--- config.mk ---
export PLATFORM = sky130hd
export DESIGN_NAME = cordic_rotation_iterative
export DESIGN_NICKNAME = d
export VERILOG_FILES = /design/src/rtl/cordic_pkg.sv /design/src/rtl/cordic_micro_rotation.sv /design/src/rtl/cordic_rotation_iterative.sv
export SDC_FILE = /design/constraint.sdc
export NUM_CORES = 2
export LEC_CHECK = 0
export ABC_AREA = 1
export BUFFER_PORTS_ARGS = -buffer_cell sky130_fd_sc_hd__buf_2
export CAP_MARGIN = 20
export CORE_MARGIN = 2
export CORE_UTILIZATION = 30
export CTS_CLUSTER_DIAMETER = 150
export DETAILED_ROUTE_END_ITERATION = 8
export PLACE_DENSITY_LB_ADDON = 0.08
export SLEW_MARGIN = 20
export SYNTH_ARGS = -nofsm -noshare
export SYNTH_HDL_FRONTEND = slang
export SYNTH_SLANG_ARGS = --single-unit
--- constraint.sdc ---
create_clock -name clock_i -period 8.8 [get_ports clock_i]
set_input_delay 1.32 -clock clock_i [delete_from_list [all_inputs] [get_ports clock_i]]
set_output_delay 1.32 -clock clock_i [all_outputs]
set_load 0.02 [all_outputs]
--- src/rtl/cordic_pkg.sv ---
// cordic_pkg: shared CORDIC constants, arctangent table and FSM state type
package cordic_pkg;
  localparam logic signed [31:0] K_Q31 = 32'sd1304065748;
  localparam logic signed [31:0] DEG90 = 32'sd90000000;
  localparam logic signed [31:0] DEG180 = 32'sd180000000;
  localparam logic signed [31:0] ATAN_TABLE [0:15] = '{
    32'sd45000000, 32'sd26565051, 32'sd14036243, 32'sd7125016,
    32'sd3576334, 32'sd1789911, 32'sd895174, 32'sd447614,
    32'sd223811, 32'sd111906, 32'sd55953, 32'sd27976,
    32'sd13988, 32'sd6994, 32'sd3497, 32'sd1749};
  typedef enum logic [1:0] {IDLE, SCALE, ITER, DONE} state_t;
endpackage

--- src/rtl/cordic_micro_rotation.sv ---
// cordic_micro_rotation: one combinational CORDIC rotation-mode step
module cordic_micro_rotation
  import cordic_pkg::*;
#(
  parameter int WIDTH = 32
) (
  input  logic signed [WIDTH-1:0] x_i,
  input  logic signed [WIDTH-1:0] y_i,
  input  logic signed [31:0]      z_i,
  input  logic        [3:0]       i_i,
  output logic signed [WIDTH-1:0] x_o,
  output logic signed [WIDTH-1:0] y_o,
  output logic signed [31:0]      z_o
);
  logic signed [WIDTH-1:0] xs, ys;
  logic signed [31:0] a;
  logic pos;
  always_comb begin
    pos = ~z_i[31];
    xs = x_i >>> i_i;
    ys = y_i >>> i_i;
    a = ATAN_TABLE[i_i];
    x_o = pos ? x_i - ys : x_i + ys;
    y_o = pos ? y_i + xs : y_i - xs;
    z_o = pos ? z_i - a : z_i + a;
  end
endmodule

--- src/rtl/cordic_rotation_iterative.sv ---
// cordic_rotation_iterative: polar-to-Cartesian iterative CORDIC, one
// micro-rotation per clock with quadrant pre-rotation and gain compensation
module cordic_rotation_iterative
  import cordic_pkg::*;
#(
  parameter int WIDTH = 32,
  parameter int ITERATIONS = 16
) (
  input  logic                    clock_i,
  input  logic                    reset_i,
  input  logic                    in_valid_i,
  output logic                    in_ready_o,
  input  logic signed [WIDTH-1:0] magnitude_i,
  input  logic signed [31:0]      angle_in_i,
  output logic                    out_valid_o,
  input  logic                    out_ready_i,
  output logic signed [WIDTH-1:0] x_out_o,
  output logic signed [WIDTH-1:0] y_out_o,
  output logic                    range_err_o
);
  typedef logic signed [2*WIDTH-1:0] wide_t;
  state_t state_q, state_d;
  logic signed [WIDTH-1:0] mag_q, mag_d, x_q, x_d, y_q, y_d, xo_q, xo_d, yo_q, yo_d;
  logic signed [31:0] ang_q, ang_d, z_q, z_d;
  logic [3:0] i_q, i_d;
  logic err_q, err_d, ro_q, ro_d;
  logic signed [WIDTH-1:0] xn, yn, m;
  logic signed [31:0] zn;
  wide_t prod;
  logic oor, hi, lo;

  cordic_micro_rotation #(.WIDTH(WIDTH)) u_rot (
    .x_i(x_q), .y_i(y_q), .z_i(z_q), .i_i(i_q),
    .x_o(xn), .y_o(yn), .z_o(zn)
  );

  // Gain pre-compensation, floored Q31 product
  assign prod = wide_t'(mag_q) * wide_t'(K_Q31);
  assign m = WIDTH'(prod >>> 31);
  assign oor = (ang_q > DEG180) || (ang_q < -DEG180);
  assign hi = ang_q > DEG90;
  assign lo = ang_q < -DEG90;
  assign in_ready_o = state_q == IDLE;
  assign out_valid_o = state_q == DONE;
  assign x_out_o = xo_q;
  assign y_out_o = yo_q;
  assign range_err_o = ro_q;

  always_comb begin
    state_d = state_q;
    mag_d = mag_q;
    ang_d = ang_q;
    x_d = x_q;
    y_d = y_q;
    z_d = z_q;
    i_d = i_q;
    err_d = err_q;
    xo_d = xo_q;
    yo_d = yo_q;
    ro_d = ro_q;
    case (state_q)
      IDLE: if (in_valid_i) begin
        state_d = SCALE;
        mag_d = magnitude_i;
        ang_d = angle_in_i;
      end
      SCALE: begin
        state_d = ITER;
        i_d = '0;
        err_d = oor;
        x_d = (oor || hi || lo) ? '0 : m;
        y_d = oor ? '0 : hi ? m : lo ? -m : '0;
        z_d = oor ? '0 : hi ? ang_q - DEG90 : lo ? ang_q + DEG90 : ang_q;
      end
      ITER: begin
        x_d = xn;
        y_d = yn;
        z_d = zn;
        i_d = i_q + 4'd1;
        if (i_q == 4'(ITERATIONS - 1)) begin
          state_d = DONE;
          xo_d = xn;
          yo_d = yn;
          ro_d = err_q;
        end
      end
      DONE: state_d = out_ready_i ? IDLE : DONE;
      default: state_d = IDLE;
    endcase
  end

  always_ff @(posedge clock_i) begin
    if (reset_i) begin
      state_q <= IDLE;
      mag_q <= '0;
      ang_q <= '0;
      x_q <= '0;
      y_q <= '0;
      z_q <= '0;
      i_q <= '0;
      err_q <= 1'b0;
      xo_q <= '0;
      yo_q <= '0;
      ro_q <= 1'b0;
    end else begin
      state_q <= state_d;
      mag_q <= mag_d;
      ang_q <= ang_d;
      x_q <= x_d;
      y_q <= y_d;
      z_q <= z_d;
      i_q <= i_d;
      err_q <= err_d;
      xo_q <= xo_d;
      yo_q <= yo_d;
      ro_q <= ro_d;
    end
  end
endmodule

==> results.txt <==
----------------------------------------------------
[STA]
  Slew margin rel. ... 31.7%
  Post-route worst hold slack ... 0.478 ns
  Upper clock frequency limit ... 119 MHz
  Post-layout min period ... 8.38 ns
  Max-slew violation total from the final report ... 0
  Min setup slack post-route ... 0.416 ns
  Count of final setup violators ... 0
  Transition at the pin with the smallest max-transition slack ... 1.02 ns
  Unrepaired setup endpoints after global routing ... yes
  Clk_skew ... 0.0408 ns
  Final hold violation count ... 0
  Final cycle utilization of the critical path ... 95.3%

[Clocking]
  Number of CTS-inserted buffers ... 38
  Root buffer cell ... clkbuf_16
  Max H-tree Level ... 2
  Clock insertion delay at the later pin of the skew report ... 0.64 ns
  Total clock sinks ... 232
  Post-CTS setup-driven buffer insertion count ... 0
  Clk pin slew, worst setup/hold paths ... 0.07 ns
  Clock tree from TritonCTS ... yes
  Clk buf depth ... 3

[Floorplan]
  Total Die Area ... 144000 um^2
  DIE WIDTH ... 379 um
  Starting utilization of the core area ... 30.2%
  # IOs ... 135
  Standard-cell row count ... 137
  Overall die height ... 379 um
  CORE AREA ... 140000 um^2

[Worst setup path]
  Slowest CP cell ... fa_1
  Req. time, crit path ... 9.37 ns
  Critical path's largest stage delay ... 0.55 ns
  Setup crit start kind ... flop
  Largest fanout on the critical path ... 8
  Kind of end point of the critical path ... flop
  CP dominant cell by count ... nand2_1
  Worst Setup Path Type ... reg -> reg
  Endpoint arrival time on the critical path ... 8.95 ns

[Final layout]
  Area growth from synthesis to final layout ... 10.0%
  Non-Filler Cell Area, Final ... 46400 um^2
  Number of nets in the finished design ... 7179
  Fraction of layout instances using a drive strength above 1 ... 6.42%

[Synth]
  Synthesized Nets ... 7110
  Async SR Flop Fraction ... 0%
  Top flip-flop cell by instance count after synthesis ... dfxtp_1
  Dominant cell type by area after synthesis ... fa_1
  Area fraction of the dominant cell type after synthesis ... 20.5%
  Number of enable flip-flop cells after synthesis ... 0
  Leading cell types by total area after synthesis ... fa_1, ha_1, inv_1, nand2_1, dfxtp_1
  Cells after synthesis ... 6147
  Cell area after synthesis ... 42200 um^2
  Number of unique standard cell types used by synthesis ... 63
  Sequential fraction of the synthesis area ... 11.0%
  Number of synthesis warnings ... 0
  Post-Synthesis Mean Instance Area ... 6.86 um^2
  Number of register bits inferred by synthesis ... 232

[Global routing]
  Antenna violations before repair ... 11
  Vias in the first global route ... 39000
  Sum of overflow across all layers after global routing ... 0
  Global-route wire length before repair ... 263000 um
  Total GRT Usage ... 24.7%
  Largest net degree at the start of global routing ... 96

[Routing]
  Total vias in the final route ... 39200
  Number of violations reported at the end of detailed-routing iteration 0 ... 3318
  Remaining antenna violation count after routing ... 0
  Number of vias per cell after detailed routing ... 4.82
  Final wirelength ... 176000 um
  Residual DRC ... 0
  DR pass1 iterations ... 6
  Routed length per placed instance ... 21.7 um

[Flow run]
  Reported max-cap violation count ... 0

[Status]
  Outcome ... finished clean

[Placement]
  Area after DPL ... 44900 um^2
  Post-Place Worst Slack ... 0.128 ns
  RePlAce Congestion ... 0.967
  HPWL after detailed placement ... 151000 um
  Number of input and output port buffers inserted ... 134

[Worst hold path]
  Worst hold path type ... reg -> reg

----------------------------------------------------
## cells by family (layout without fill, tap and decap cells)
logic type / after synthesis / count (layout) / share of synthesized area, %
XOR/XNOR: 236 / 236 / 4.92
buffers and inverters: 1547 / 1645 / 14.2
flip-flops: 232 / 232 / 11.0
AO/OA/AOI/OAI: 1042 / 1042 / 13.9
multiplexers: 23 / 23 / 0.617
other: 0 / 5 / 0
AND/OR/NAND/NOR: 2172 / 2172 / 21.2
adder cells (fa/ha/maj): 895 / 895 / 34.2
## what timing repair did
item	4_1_cts	5_1_grt
resized for setup	0	23
hold buffers	0	0
endpoints found under the setup margin	0	21
hold endpoints to repair	0	0
## cell type report
class	count	area, um^2
fill	15500	93100
multi-input combinational	4368	31600
inverter	1375	5160
sequential	232	4670
tap	1876	2350
timing repair buffer	201	1200
clock buffer	51	1090
clock inverter	18	295
antenna	5	12.5
## stage by stage
step | setup TNS [ns] | std cells | util [%]
6_report | 0 | 8126 | 33.3
5_1_grt | -0.0503 | 8121 | 33.3
4_1_cts | 0 | 8120 | 33.2
3_5_place_dp | 0 | 8051 | 32.2
3_3_place_gp | 0 | 8051 | 32.2
2_1_floorplan | 0 | 6147 | -
## worst paths after layout
path	start	end	slack, ns	depth (start not counted)
max	mag_q[12]$_SDFFE_PP0P_	y_q[29]$_SDFFE_PP0P_	0.42	36
min	ang_q[29]$_SDFFE_PP0P_	ang_q[29]$_SDFFE_PP0P_	0.48	2
max reg2reg	mag_q[12]$_SDFFE_PP0P_	y_q[29]$_SDFFE_PP0P_	0.42	36
min reg2reg	ang_q[29]$_SDFFE_PP0P_	ang_q[29]$_SDFFE_PP0P_	0.48	2
## routing by layer
| metal | wire length, um | track usage, % | up-vias |
|---|---|---|---|
| met5 | 11 | 0 | - |
| met1 | 91200 | 38.2 | 18800 |
| li1 | - | - | 19300 |
| met2 | 73600 | 37.2 | 937 |
| met4 | 2560 | 3.70 | 2 |
| met3 | 8680 | 2.51 | 101 |
## cells in the final DEF (no fill, tap or decap), drive strengths merged, types with 7 or more instances in the layout
cell type	count
nand3b	15
o21bai	30
nor4	13
inv	1376
clkbuf	51
fa	433
nor3	45
a21oi	327
ha	462
a31oi	71
or2	22
clkinv	9
o221ai	7
o22ai	27
nor2	476
nand4	36
mux2i	22
buf	201
xor2	167
a21o	18
nand2	1315
xnor2	69
dfxtp	232
o211ai	59
nand3	248
o21ai	460
o21a	12
## synth_stat cells (all sizes together), types with 3 or more instances
library cell,count
a21oi,327
a22oi,4
o21a,12
nand3,248
or2,22
o211ai,59
dfxtp,232
nand2,1315
o221a,3
a21o,18
o221ai,7
a211oi,5
a31oi,71
nand4,36
clkbuf,101
ha,462
xnor2,69
o31ai,3
a221oi,3
nor2,476
o22ai,27
inv,1372
mux2i,22
nand3b,15
buf,70
nor4,13
clkinv,3
o21bai,30
xor2,167
a21boi,4
o21ai,460
fa,433
nor3,45
a22o,3
## registers in the layout, indices dropped and copies added (netlist names)
signal,cells
ang_q,32
mag_q,32
x_out_o,32
x_q,32
y_out_o,32
y_q,32
z_q,32
i_q,4
state_q,2
err_q,1
range_err_o,1
## critical path, delay by kind of cell, from the launching register on
family | cells | cell delay, ns
adder cells (fa/ha/maj) | 9 | 4.14
AND/OR/NAND/NOR | 16 | 2.29
AO/OA/AOI/OAI | 2 | 0.36
buffers and inverters | 8 | 0.83
XOR/XNOR | 1 | 0.27
flip-flops | 1 | 0.36
Power is not shown: default switching activity piles up to over one toggle a cycle in this logic, so the estimate is an artifact.
